`config.mk`:
```
export PLATFORM = sky130hd
export DESIGN_NAME = psum_drain_flat
export DESIGN_NICKNAME = d
export VERILOG_FILES = /design/src/rtl/psum_drain_pkg.sv /design/src/rtl/psum_drain_if.sv /design/src/rtl/psum_fifo.sv /design/src/rtl/psum_drain.sv /design/src/flat_wrapper.sv
export SDC_FILE = /design/constraint.sdc
export NUM_CORES = 1
export LEC_CHECK = 0
export ABC_AREA = 1
export ABC_CLOCK_PERIOD_IN_PS = 4230
export CORE_AREA = 2 2 97 99
export DETAILED_ROUTE_END_ITERATION = 10
export DIE_AREA = 0 0 99 101
export PLACE_DENSITY_LB_ADDON = 0.3
export SYNTH_ARGS = -nofsm -noshare
export SYNTH_HDL_FRONTEND = slang
export SYNTH_SLANG_ARGS = --single-unit
```
`constraint.sdc`:
```
create_clock -name i_clk -period 4.23 [get_ports i_clk]
set_clock_uncertainty 0.2 [all_clocks]
set_input_delay 0.423 -clock i_clk [delete_from_list [all_inputs] [get_ports i_clk]]
set_output_delay 0.423 -clock i_clk [all_outputs]
set_load 0.05 [all_outputs]
```
`src/rtl/psum_drain_pkg.sv`:
```
// psum_drain_pkg: shared definitions for the psum drain stage.
//   - default parameter constants
//   - clog2 helper
//   - drain FSM state enum
//   - signed saturation helpers (value and hit flag), width given at call time
package psum_drain_pkg;

   localparam int DEF_BW2   = 16;
   localparam int DEF_OW    = 8;
   localparam int DEF_K     = 4;
   localparam int DEF_SHIFT = 4;
   localparam int DEF_DEPTH = 4;

   function automatic int clog2(input int v);
      int r;
      r = 0;
      for (int p = 1; p < v; p = p * 2) r++;
      return r;
   endfunction

   typedef enum logic {
      ST_IDLE = 1'b0,
      ST_ACC  = 1'b1
   } state_t;

   // Clamp v into the signed w-bit range.
   function automatic logic signed [63:0] sat_to(input logic signed [63:0] v, input int w);
      logic signed [63:0] hi;
      logic signed [63:0] lo;
      hi = (64'sd1 <<< (w - 1)) - 64'sd1;
      lo = -(64'sd1 <<< (w - 1));
      if (v > hi)      return hi;
      else if (v < lo) return lo;
      else             return v;
   endfunction

   // True when v lies outside the signed w-bit range.
   function automatic logic sat_hit(input logic signed [63:0] v, input int w);
      logic signed [63:0] hi;
      logic signed [63:0] lo;
      hi = (64'sd1 <<< (w - 1)) - 64'sd1;
      lo = -(64'sd1 <<< (w - 1));
      return (v > hi) || (v < lo);
   endfunction

endpackage

```
`src/rtl/psum_drain_if.sv`:
```
// psum_drain_if: input beat stream and output result stream of psum_drain.
// Signal names are from the drain block's point of view.
//   i_valid/o_ready/i_psum : psum beats from the PE chain
//   o_valid/i_ready/o_data : results to the consumer (FIFO head)
// Modports: slave = drain block, master = driver/consumer side.
interface psum_drain_if #(
   parameter int BW2 = 16,
   parameter int OW  = 8
);
   logic                  i_valid;
   logic                  o_ready;
   logic signed [BW2-1:0] i_psum;
   logic                  o_valid;
   logic                  i_ready;
   logic signed [OW-1:0]  o_data;

   modport slave  (input  i_valid, i_psum, i_ready,
                   output o_ready, o_valid, o_data);
   modport master (output i_valid, i_psum, i_ready,
                   input  o_ready, o_valid, o_data);
endinterface

```
`src/rtl/psum_fifo.sv`:
```
// psum_fifo: DEPTH-entry first-word-fall-through FIFO for drain results.
// Ports:
//   i_clk, i_rst       clock, async active-high reset (empties the FIFO)
//   i_push, i_data     write request / data (ignored when full)
//   i_pop              read request (ignored when empty)
//   o_data             head entry, 0 when empty
//   o_count            occupancy 0..DEPTH
//   o_full, o_empty    status
// Pointers carry one extra wrap bit so full and empty are distinguishable.
module psum_fifo
   import psum_drain_pkg::*;
#(
   parameter int W     = 8,
   parameter int DEPTH = 4
) (
   input  logic                     i_clk,
   input  logic                     i_rst,
   input  logic                     i_push,
   input  logic [W-1:0]             i_data,
   input  logic                     i_pop,
   output logic [W-1:0]             o_data,
   output logic [clog2(DEPTH):0]    o_count,
   output logic                     o_full,
   output logic                     o_empty
);
   localparam int PW = clog2(DEPTH);

   logic [W-1:0] r_mem [DEPTH];
   logic [PW:0]  r_wr;
   logic [PW:0]  r_rd;
   logic         w_do_push;
   logic         w_do_pop;

   assign o_count   = r_wr - r_rd;
   assign o_full    = (o_count == (PW+1)'(DEPTH));
   assign o_empty   = (o_count == '0);
   assign w_do_push = i_push & ~o_full;
   assign w_do_pop  = i_pop & ~o_empty;
   assign o_data    = o_empty ? '0 : r_mem[r_rd[PW-1:0]];

   always_ff @(posedge i_clk) begin
      if (w_do_push) r_mem[r_wr[PW-1:0]] <= i_data;
   end

   always_ff @(posedge i_clk or posedge i_rst) begin
      if (i_rst) begin
         r_wr <= '0;
         r_rd <= '0;
      end else begin
         if (w_do_push) r_wr <= r_wr + (PW+1)'(1);
         if (w_do_pop)  r_rd <= r_rd + (PW+1)'(1);
      end
   end

endmodule

```
`src/rtl/psum_drain.sv`:
```
// psum_drain: sums K consecutive psum beats into one output element, then
// rounds, arithmetic-shifts by SHIFT, saturates to OW bits and (optionally)
// ReLU-clamps; results queue in a FWFT FIFO for a valid/ready consumer.
// Ports:
//   i_clk, i_rst  clock, async active-high reset
//   s_bus         psum_drain_if.slave (beat input, result output)
//   o_ovf         sticky saturation flag, cleared only by reset
// Build option: define PSUM_DRAIN_RELU_EN to replace negative results by 0
// (o_ovf still reports saturation only).
//
// state   | meaning
// --------+---------------------------------------------
// ST_IDLE | no beats of the current group held (cnt=0, acc=0)
// ST_ACC  | 0 < cnt < K beats of the current group summed in acc
module psum_drain
   import psum_drain_pkg::*;
#(
   parameter int BW2   = DEF_BW2,
   parameter int OW    = DEF_OW,
   parameter int K     = DEF_K,
   parameter int SHIFT = DEF_SHIFT,
   parameter int DEPTH = DEF_DEPTH
) (
   input  logic         i_clk,
   input  logic         i_rst,
   psum_drain_if.slave  s_bus,
   output logic         o_ovf
);
   localparam int CK = clog2(K);
   localparam int AW = BW2 + CK;
   localparam int CW = (CK > 0) ? CK : 1;
   localparam int PW = clog2(DEPTH);
   // One extra bit so the rounding add cannot wrap.
   localparam int WW = AW + 1;
   localparam logic signed [WW-1:0] RND =
      (SHIFT > 0) ? (WW'(1) << ((SHIFT > 0) ? SHIFT - 1 : 0)) : '0;

   state_t                r_state;
   logic [CW-1:0]         r_cnt;
   logic signed [AW-1:0]  r_acc;
   logic                  r_ovf;

   logic signed [AW-1:0]  w_psum_ext;
   logic signed [AW-1:0]  w_acc_cur;
   logic signed [AW-1:0]  w_sum;
   logic signed [WW-1:0]  w_round;
   logic signed [WW-1:0]  w_shift;
   logic                  w_sat;
   logic signed [OW-1:0]  w_res;
   logic                  w_final;
   logic                  w_accept;
   logic                  w_push;
   logic                  w_pop;
   logic [OW-1:0]         w_fifo_data;
   logic [PW:0]           w_count;
   logic                  w_full;
   logic                  w_empty;

   assign w_psum_ext = AW'(signed'(s_bus.i_psum));
   assign w_acc_cur  = (r_state == ST_IDLE) ? '0 : r_acc;
   assign w_sum      = w_acc_cur + w_psum_ext;
   assign w_round    = WW'(w_sum) + RND;
   assign w_shift    = w_round >>> SHIFT;
   assign w_sat      = sat_hit(64'(w_shift), OW);

`ifdef PSUM_DRAIN_RELU_EN
   logic signed [OW-1:0] w_clip;
   assign w_clip = OW'(sat_to(64'(w_shift), OW));
   assign w_res  = w_clip[OW-1] ? '0 : w_clip;
`else
   assign w_res  = OW'(sat_to(64'(w_shift), OW));
`endif

   // Ready comes from the occupancy alone; a same-cycle pop does not help.
   assign s_bus.o_ready = ~i_rst & (w_count < (PW+1)'(DEPTH));
   assign w_accept      = s_bus.i_valid & s_bus.o_ready;
   assign w_final       = (r_cnt == CW'(K - 1));
   assign w_push        = w_accept & w_final & ~w_full;
   assign w_pop         = ~w_empty & s_bus.i_ready;

   assign s_bus.o_valid = ~w_empty;
   assign s_bus.o_data  = w_fifo_data;
   assign o_ovf         = r_ovf;

   always_ff @(posedge i_clk or posedge i_rst) begin
      if (i_rst) begin
         r_state <= ST_IDLE;
         r_cnt   <= '0;
         r_acc   <= '0;
         r_ovf   <= 1'b0;
      end else if (w_accept) begin
         if (w_final) begin
            r_state <= ST_IDLE;
            r_cnt   <= '0;
            r_acc   <= '0;
            if (w_sat) r_ovf <= 1'b1;
         end else begin
            r_state <= ST_ACC;
            r_cnt   <= r_cnt + CW'(1);
            r_acc   <= w_sum;
         end
      end
   end

   psum_fifo #(
      .W     (OW),
      .DEPTH (DEPTH)
   ) u_fifo (
      .i_clk   (i_clk),
      .i_rst   (i_rst),
      .i_push  (w_push),
      .i_data  (w_res),
      .i_pop   (w_pop),
      .o_data  (w_fifo_data),
      .o_count (w_count),
      .o_full  (w_full),
      .o_empty (w_empty)
   );

endmodule

```
`src/flat_wrapper.sv`:
```
// flat-port wrapper written by rule: the top's interface ports become plain ports
module psum_drain_flat import psum_drain_pkg::*;
#(
   parameter int BW2   = DEF_BW2,
   parameter int OW    = DEF_OW,
   parameter int K     = DEF_K,
   parameter int SHIFT = DEF_SHIFT,
   parameter int DEPTH = DEF_DEPTH
)
  (i_clk, i_rst, o_ovf, s_bus_i_valid, s_bus_i_psum, s_bus_i_ready, s_bus_o_ready, s_bus_o_valid, s_bus_o_data);
  psum_drain_if #(.BW2(BW2), .OW(OW)) s_bus_i ();
  input  logic i_clk;
  input  logic i_rst;
  output logic o_ovf;
  input wire logic [$bits(s_bus_i.i_valid)-1:0] s_bus_i_valid;
  input wire logic [$bits(s_bus_i.i_psum)-1:0] s_bus_i_psum;
  input wire logic [$bits(s_bus_i.i_ready)-1:0] s_bus_i_ready;
  output wire logic [$bits(s_bus_i.o_ready)-1:0] s_bus_o_ready;
  output wire logic [$bits(s_bus_i.o_valid)-1:0] s_bus_o_valid;
  output wire logic [$bits(s_bus_i.o_data)-1:0] s_bus_o_data;
  assign s_bus_i.i_valid = s_bus_i_valid;
  assign s_bus_i.i_psum = s_bus_i_psum;
  assign s_bus_i.i_ready = s_bus_i_ready;
  assign s_bus_o_ready = s_bus_i.o_ready;
  assign s_bus_o_valid = s_bus_i.o_valid;
  assign s_bus_o_data = s_bus_i.o_data;
  psum_drain #(.BW2(BW2), .OW(OW), .K(K), .SHIFT(SHIFT), .DEPTH(DEPTH)) u_core (.i_clk(i_clk), .i_rst(i_rst), .s_bus(s_bus_i), .o_ovf(o_ovf));
endmodule
```
### Word-level counts from Yosys, hierarchy flattened

Memory sizes are Yosys's and may differ from the RTL's.
Index checks and enable logic that the tools add are counted.
W data, S select, Z words.

| storage, ports and cells | value |
|---|---|
| flip-flop bits (word level) | 28 |
| output and inout port bits | 11 |
| bits of input ports | 20 |
| bits in writable memories | 32 |
| logic and storage cells | 40 |
| memories kept | 1 |

Memory list:

| memory | depth | bits a word | rd ports | clocked after Yosys merged registers in | wr ports | line | text |
|---|---|---|---|---|---|---|---|
| u_core.u_fifo.r_mem | 4 | 8 | 1 | 0 | 1 | psum_fifo.sv:28 | `logic [W-1:0] r_mem [DEPTH];` |

| cells by class | value |
|---|---|
| add/subtract/negate cells | 6 |
| magnitude comparators | 3 |
| equality and inequality tests | 2 |
| reduce and logical (&&, ||, !) cells | 3 |
| bitwise operators | 10 |
| muxes and demuxes | 9 |

Operators by type and width:

| kind | count |
|---|---|
| $mux W18 | 2 |
| $mux W8 | 3 |
| $add A18 B5 Y19 const B | 1 |
| $add A18 B16 Y18 | 1 |
| $gt A15 B8 Y1 const B | 1 |
| $lt A15 B8 Y1 const B | 1 |
| $and A1 B1 Y1 | 7 |
| $add A3 B1 Y3 const B | 2 |
| $eq A3 B3 Y1 const B | 1 |
| $logic_not A3 Y1 | 1 |
| $lt A3 B3 Y1 const B | 1 |
| $mux W1 | 3 |
| $not A1 Y1 | 3 |
| $reduce_and A3 Y1 | 1 |
| $sub A3 B3 Y3 | 1 |
| $add A2 B1 Y2 const B | 1 |
| $eq A2 B2 Y1 const B | 1 |
| $mux W2 | 1 |
| $logic_or A1 B1 Y1 | 1 |

### Longest topological paths before layout

Gate-level depths: netlist (run 1).

| logic depth | value |
|---|---|
| depth in word-level cells | 9 |
| gate-level depth with buffers | 27 |
| mapped depth without buffers | 25 |

### Modules after synthesis

From an unflattened synthesis (run 1), not the netlist that was laid out.

| unflattened totals | value |
|---|---|
| cell total of the unflattened synthesis | 661 |
| area total of the unflattened synthesis | 4548.1 um^2 |

By module, submodules not included:

| module | cells an instance | area each (um^2) | sequential area each (um^2) | times used |
|---|---|---|---|---|
| psum_drain | 489 | 2770.2 | 550.5 | 1 |
| psum_fifo | 172 | 1778.0 | 1111.1 | 1 |

### Worst setup path before layout (run 1)

Ideal clock, no wire load.

| path | value |
|---|---|
| path kind | register to register |
| start point | register u_core.r_state |
| end point | memory u_core.u_fifo.r_mem[0][2], data pin |
| arrival time | 3.146 ns |
| buffers on the path | 2 |
| cell stages (with the launch flop) | 25 |
| data required time | 3.763 ns |
| slack | 0.617 ns |
| period minus slack after synthesis | 3.613 ns |
| setup time | 0.267 ns |
| cells stage by stage | dfrtp_1 -> clkbuf_1 -> buf_1 -> nand2_1 -> inv_1 -> ha_1 -> inv_1 -> fa_1 -> inv_1 -> nand3_1 -> nand2_2 -> nand2_2 -> nand2_2 -> ha_1 -> nand3_1 -> inv_1 -> nand3_1 -> nor2_2 -> nand3_1 -> nand2_1 -> nand3_1 -> nor2_2 -> nand2_2 -> nand2_4 -> nand2_1 |

| on the way | value |
|---|---|
| word-level cells in the longest chain between the ends | 6 |
| elaborated cells between the ends (all ways) | 7 |
| classes of those cells | add/sub (2); order compare (2); mux (3) |

Ends and longest elaborated chain:

| item | line | text |
|---|---|---|
| start: declaration | psum_drain.sv:38 | `state_t r_state;` |
| start signal: assignment | psum_drain.sv:87 | `r_state <= ST_IDLE;` |
| start signal: assignment | psum_drain.sv:93 | `r_state <= ST_IDLE;` |
| start signal: assignment | psum_drain.sv:98 | `r_state <= ST_ACC;` |
| $mux W18 (*) | psum_drain.sv:60 | `assign w_acc_cur = (r_state == ST_IDLE) ? '0 : r_acc;` |
| $add A18 B16 Y18 (*) | psum_drain.sv:61 | `assign w_sum = w_acc_cur + w_psum_ext;` |
| $add A18 B5 Y19 (*) | psum_drain.sv:62 | `assign w_round = WW'(w_sum) + RND;` |
| $lt A15 B8 Y1 | psum_drain_pkg.sv:33 | `else if (v < lo) return lo;` |
| $mux W8 | psum_drain_pkg.sv:33 |  |
| $mux W8 (*) | psum_drain_pkg.sv:32 | `if (v > hi) return hi;` |
| named net u_core.u_fifo.i_data[2] | psum_fifo.sv:19 | `input logic [W-1:0] i_data,` |
| end: declaration | psum_fifo.sv:28 |  |

The timed path passes the listed nets; every way through them passes the cells marked *.

### Final worst setup path (run 1)

| path | value |
|---|---|
| start point | register u_core.u_fifo.r_rd[1] |
| end point | output port s_bus_o_data[2] |

| on the way | value |
|---|---|
| word-level cells in the longest chain between the ends | 3 |
| elaborated cells between the ends (all ways) | 4 |
| classes of those cells | add/sub (1); mux (1); reduce/logical (1); memory (1) |

Ends and longest elaborated chain:

| item | line | text |
|---|---|---|
| start: declaration | psum_fifo.sv:30 | `logic [PW:0] r_rd;` |
| start signal: assignment | psum_fifo.sv:51 | `if (w_do_pop) r_rd <= r_rd + (PW+1)'(1);` |
| $sub A3 B3 Y3 | psum_fifo.sv:34 | `assign o_count = r_wr - r_rd;` |
| $logic_not A3 Y1 | psum_fifo.sv:36 | `assign o_empty = (o_count == '0);` |
| $mux W8 (*) | psum_fifo.sv:39 | `assign o_data = o_empty ? '0 : r_mem[r_rd[PW-1:0]];` |
| end: declaration | flat_wrapper.sv:20 | `output wire logic [$bits(s_bus_i.o_data)-1:0] s_bus_o_data;` |

Mark *: on every way between the ends. The rest lies on a longest branch, timed or not.

==> results of run 1 <==
sequential cells by signal (all words and copies together), names as in the netlist:
signal	count
u_core.r_state	1
u_core.u_fifo.r_wr	3
u_core.u_fifo.r_mem	32
u_core.r_cnt	2
u_core.u_fifo.r_rd	3
u_core.o_ovf	1
u_core.r_acc	18
kinds of logic after synthesis:
family / after synthesis
and+or+nand+nor: 339
buffers and inverters: 116
xor gates and xnor gates: 9
AOI/OAI and AO/OA: 66
DFF: 60
adders and majority gates: 27
area by class of cell:
| cell class | count | area (um^2) | area share, % |
|---|---|---|---|
| Clock buffer | 9 | 124 | 2.43 |
| Clock inverter | 7 | 124 | 2.43 |
| Inverter | 108 | 405 | 7.95 |
| Multi-Input combinational cell | 441 | 2290 | 44.8 |
| Sequential cell | 60 | 1660 | 32.6 |
| Tap cell | 111 | 139 | 2.72 |
| Timing Repair Buffer | 38 | 360 | 7.06 |
metal layers:
layer  GRT usage (%)  vias to the layer above  wire, um
li1                -                     2026         -
met1            27.6                     1780      4560
met4            8.32                        0       217
met2            37.7                       78      4910
met5               0                        -         0
met3            4.09                       22       384
worst paths after layout:
path	start	to	depth (start not counted)
min in group asynchronous	i_rst	u_core.u_fifo.r_wr[1]	3
max reg2reg	u_core.r_state	u_core.u_fifo.r_mem[0][4]	22
max in group asynchronous	i_rst	u_core.r_acc[8]	3
min	u_core.o_ovf	u_core.o_ovf	2
max	u_core.u_fifo.r_rd[1]	s_bus_o_data[2]	9
min reg2reg	u_core.o_ovf	u_core.o_ovf	2
synth_stat cells (2+ instances only):
| master | n |
|---|---|
| a21oi_1 | 13 |
| and2_1 | 4 |
| buf_1 | 2 |
| clkbuf_1 | 6 |
| dfrtp_1 | 28 |
| edfxtp_1 | 32 |
| ha_1 | 26 |
| inv_1 | 104 |
| inv_2 | 3 |
| nand2_1 | 203 |
| nand2_2 | 17 |
| nand2_4 | 5 |
| nand3_1 | 42 |
| nand3_2 | 4 |
| nand4_1 | 7 |
| nor2_1 | 48 |
| nor2_2 | 3 |
| nor2_4 | 4 |
| o21ai_0 | 40 |
| o21ai_1 | 3 |
| o22ai_1 | 8 |
| xnor2_1 | 2 |
| xor2_1 | 7 |
power groups by stage:
| stage | logic (mW) | clock network, mW | registers (mW) |
|---|---|---|---|
| after global routing | 2.92 | 0.670 | 0.947 |
| after CTS | 2.60 | 0.644 | 0.931 |
| final | 2.59 | 0.634 | 0.934 |
| after global placement | 2.53 | 0 | 0.935 |
| after floorplan | 1.93 | 0 | 0.914 |
| after detailed placement | 2.59 | 0 | 0.940 |
through the flow:
step	total power, mW	area (um^2)	worst slack, ns	hold WS, ns
floorplan	2.84	4380	0.617	0.253
global placement	3.47	4850	0.473	0.248
detailed placement	3.53	4850	0.354	0.256
CTS	4.17	5100	0.434	0.274
global route	4.54	5100	0.186	0.307
finish	4.15	5100	0.456	0.267
worst min-delay path: stages (launching register included):
cell and delay, ns:
dfrtp_1 0.35, inv_1 0.04, nand2_1 0.05
==> impl_metrics.toml, run 1 <==
[run_status]
status = "completed"

[detailed_routing]
drc = 0
drt-initial-drc-count = 160
drtPass1Iterations = 4
viasPerCell = 5.05
postRouteAntennaNets = 0
via_count = 3906
totalWireLength_mm = 10.1
wire_per_inst_um = 13.0

[layout]
final_cell_mix = "nand2_1, inv_1, nor2_1"
mostFrequentLayoutCell = "nand2_1"
syn_to_final_growth_pct = 16.4
drive_gt1_share_pct = 9.50
nets = 705
final_cells = 774
nFillCells = 837
antenna_cells = 0
final_core_util_pct = 56.8

[die]
rows = 35
coreArea_um2 = 8980
pin_count = 31
fp.dieH_um = 101
die-area_um2 = 10000
die_w_um = 99
initial_core_util_pct = 48.8

[timing]
min_period_ns = 3.77
slew-limit-headroom_pct = 49.9
slew_viol_final = 0
max_freq_mhz = 265
tns_ns = 0
worst_pin_slew_ns = 0.749
rsz0062_at_grt = "false"
finalSetupViolCount = 0
hold_violations = 0
fin_crit_sh_pct = 89.2

[pwr]
p_sw_share_pct = 50.7
p_clk_share_pct = 15.2
p_sw_mw = 2.11
leakagePower_nw = 2.70
seqPwrFrac_pct = 22.5
comb_power_share_pct = 62.3
vdd_drop_max_mv = 0.369
power.density_nw_per_um2 = 814
p_int_mw = 2.05

[synthesis]
yosysSeqAreaShare_pct = 37.9
synth_xor_area_share_pct = 1.80
synth_warnings = 0
syn_inst = 617
synth_top_family_by_area = "simple AND/OR/NAND/NOR gates"
synth_top_flop_cell = "edfxtp_1"
synth_edf_count = 32
ys_ff_latch = 60
netlist_area_um2 = 4380
yosys.area.top_type_share_pct = 21.9
postSynthAreaPerCell_um2 = 7.11
syn-num-nets = 664
yosysTopAreaCell = "edfxtp_1"
synth-async-reset-ratio_pct = 46.7
synthDistinctLibCells = 29
synth-simple-area-share_pct = 34.6
synthAdderAreaFrac_pct = 7.88
synth.area.top_cells = "edfxtp_1, nand2_1, dfrtp_1"
synthMuxAreaShare_pct = 0
synth-compound-area-share_pct = 7.91

[grt]
grt_max_degree = 29
grt_use_total_pct = 22.0
grt_antenna_before_repair = 0
grt_pass1_wl_mm = 17.6
grt_pass1_vias = 3853
overflow = 0

[setup_path]
cp_slowest_cell = "clkdlybuf4s50_1"
cp.required_ns = 3.61
critPathCaptureType = "output port"
critPathArrivalTime_ns = 3.15
path_max_fanout = 11
critPathMaxStageDelay_ns = 0.69
r2r_slack_ns = 0.73
path_buf_inv = 4
path_cells = "clkinv_1 > buf_4 > ha_1 > a21oi_1 > xor2_1 > nand3_1 > nand2_1 > inv_1 > clkdlybuf4s50_1"
crit_type = "register to output port"
crit_path_start_kind = "register"
cpLargestDelayFamily = "buffers and inverters"

[job]
cap_violations = 0

[clock_tree]
htreeDepth = 3
cts.path.max_buffers = 2
clock_latency_ns = 0.34
ctsResizeCount = 0
clock_sinks = 60
cts_made_buffers = 9
root_buffer = "clkbuf_8"
clk_pin_slew_worst_paths_ns = 0.07
cts_setup_buffers = 0
holdBufCountCts = 0
cts_tree = "yes"

[placed_design]
port_buffers = 30
hpwlAfterDp_mm = 7.94
dp.cells = 758
gp_congestion = 0.949

[min_path]
hp-class = "register to register"
No activity file was read; power rests on OpenSTA's default activity.
==> run 2: changes to the inputs <==
- DONT_BUFFER_PORTS: default -> 1
==> run 2 against run 1 <==
Highest routed layer unchanged. Combinational power is 6% lower. Register-to-register slack worse by 0.26 ns. Sequential power is 2.1% lower. Die area stayed put. Power is 6.7% lower. Fmax is 0.42% higher. Sequential cell count stayed put. Global-route usage is 0.72 points lower. Core utilization is 3.4 points lower. Count of clock-buffer cells in the layout stayed put.
==> impl_metrics.toml, run 2 (same netlist as run 1, synthesis figures left out) <==
[timing]
slew-limit-headroom_pct = 62.7
worst_slack_ns = 0.472
max_freq_mhz = 266
min_period_ns = 3.76
hold_violations = 0
tns_ns = 0
finalSetupViolCount = 0
fin_crit_sh_pct = 88.8
worst_pin_slew_ns = 0.558
slew_viol_final = 0
rsz0062_at_grt = "false"

[layout]
nFillCells = 868
largest_register_ffs = 32
syn_to_final_growth_pct = 9.30
multi_input_area_um2 = 2290
antenna_cells = 0
seq_area_um2 = 1660
mostFrequentLayoutCell = "nand2_1"
final_core_util_pct = 53.4
final_cell_mix = "nand2_1, inv_1, nor2_1"
final_cells = 749
nets = 680
drive_gt1_share_pct = 10.5

[setup_path]
r2r_slack_ns = 0.47
cp.required_ns = 4.10
r2r_cells = 23
cp_slowest_cell = "fa_1"
crit_path_start_kind = "register"
path_cells = "buf_4 > nand2_1 > inv_1 > ha_1 > inv_1 > fa_1 > inv_1 > nand3_1 > nand2_2 > nand2_2 > nand2_2 > ha_1 > nand3_1 > inv_1 > nand2_1 > nor2_1 > nand3_1 > nand2_1 > nand2_1 > nand3_1 > nand2_4 > o21ai_1 > nand2_1"
r2r-start = "u_core.r_state"
r2r_end = "u_core.u_fifo.r_mem[2][2]"
critPathArrivalTime_ns = 3.63
critPathCaptureType = "register"
path_max_fanout = 19
critPathMaxStageDelay_ns = 0.41
cp-startpoint = "u_core.r_state"
crit_type = "register to register"
crit_top_cell = "nand2_1"
critPathCapture = "u_core.u_fifo.r_mem[2][2]"

[die]
rows = 35
initial_core_util_pct = 48.8
die-area_um2 = 10000
fp.dieH_um = 101
pin_count = 31
die_w_um = 99
coreArea_um2 = 8980

[detailed_routing]
totalWireLength_mm = 10.1
postRouteAntennaNets = 0
drt-initial-drc-count = 153
drtPass1Iterations = 4
drc = 0
wire_per_inst_um = 13.4
viasPerCell = 5.08
via_count = 3803

[grt]
grt_pass1_wl_mm = 17.0
grt_max_degree = 30
grt_use_total_pct = 21.3
overflow = 0
grt_pass1_vias = 3720
grt_antenna_before_repair = 0

[placed_design]
port_buffers = 0
dpl_worst_slack_ns = 0.513
hpwlAfterDp_mm = 7.83
gp_congestion = 0.985
dp.cells = 732

[pwr]
vdd_drop_max_mv = 0.295
leakagePower_nw = 2.59
fin_total_pwr_mw = 3.87
power.density_nw_per_um2 = 809

[clock_tree]
cts_tree = "yes"
cts_made_buffers = 9
clock_latency_ns = 0.34
cts_setup_buffers = 0
cts.path.max_buffers = 2
ctsResizeCount = 0
htreeDepth = 3
root_buffer = "clkbuf_8"
clock_sinks = 60
clk_pin_slew_worst_paths_ns = 0.07

[min_path]
hp-class = "input pin to register"

[run_status]
status = "completed"

[job]
cap_violations = 0
-- run 2: cell types whose count changed in the layout (fill, tap and decap cells not counted), sizes merged --
cell / before / now
buf: 8 / 12
bufinv: 3 / 1
clkdlybuf4s50: 30 / 0
clkinv: 3 / 6
clkinvlp: 1 / 0
dlygate4sd3: 0 / 1
-- run 2: per-stage QoR --
| stage | cell area [um^2] | hold slack, ns |
|---|---|---|
| floorplan | 4380 | 0.253 |
| detailed placement | 4580 | 0.216 |
| global route | 4790 | 0.0626 |
| finish | 4790 | 0.0707 |
| CTS | 4790 | 0.0561 |
| global placement | 4580 | 0.218 |
-- run 2: timing repair --
action	in CTS	in global routing
setup endpoints to repair	0	0
hold buffers	1	0
endpoints found under the hold margin	28	0
-- run 2: worst min-delay path by stage --
stage,startpoint,endpoint,slack (ns),cells after the start
floorplan,u_core.r_cnt[1],u_core.r_cnt[1],0.25,2
detailed placement,i_rst,u_core.o_ovf,0.22,2
finish,s_bus_i_ready,u_core.u_fifo.r_rd[2],0.07,2
CTS,s_bus_i_ready,u_core.u_fifo.r_rd[2],0.06,2
global placement,i_rst,u_core.u_fifo.r_wr[1],0.22,2
global route,s_bus_i_ready,u_core.u_fifo.r_rd[2],0.06,2
-- run 2: final cells by class --
class                           instances  share of cell area (%)
Clock buffer                            9                    2.58
Inverter                              108                    8.46
Sequential cell                        60                    34.7
Clock inverter                          7                    1.57
Multi-Input combinational cell        441                    47.7
Tap cell                              111                    2.90
Timing Repair Buffer                   13                    2.09
-- run 2: metal layers --
| metal | global-route usage [%] | part of all wire [%] | vias to the layer above |
|---|---|---|---|
| met4 | 6.64 | 1.7 | 0 |
| met3 | 4.99 | 3.9 | 16 |
| li1 | - | - | 1976 |
| met5 | 0 | 0 | - |
| met2 | 37.6 | 48 | 72 |
| met1 | 25.7 | 46 | 1739 |
-- run 2: power breakdown --
group          switching, mW  internal [mW]
combinational           1.77          0.668
clock                  0.244          0.275
sequential            0.0753          0.838
-- run 2: worst max-delay path, delay by kind of cell, from the launching register on --
kind	cells	cell delay, ns
flops	1	0.33
compound gates	1	0.11
buf+inv	5	0.59
fa+ha+maj	3	0.78
simple gates	14	1.50
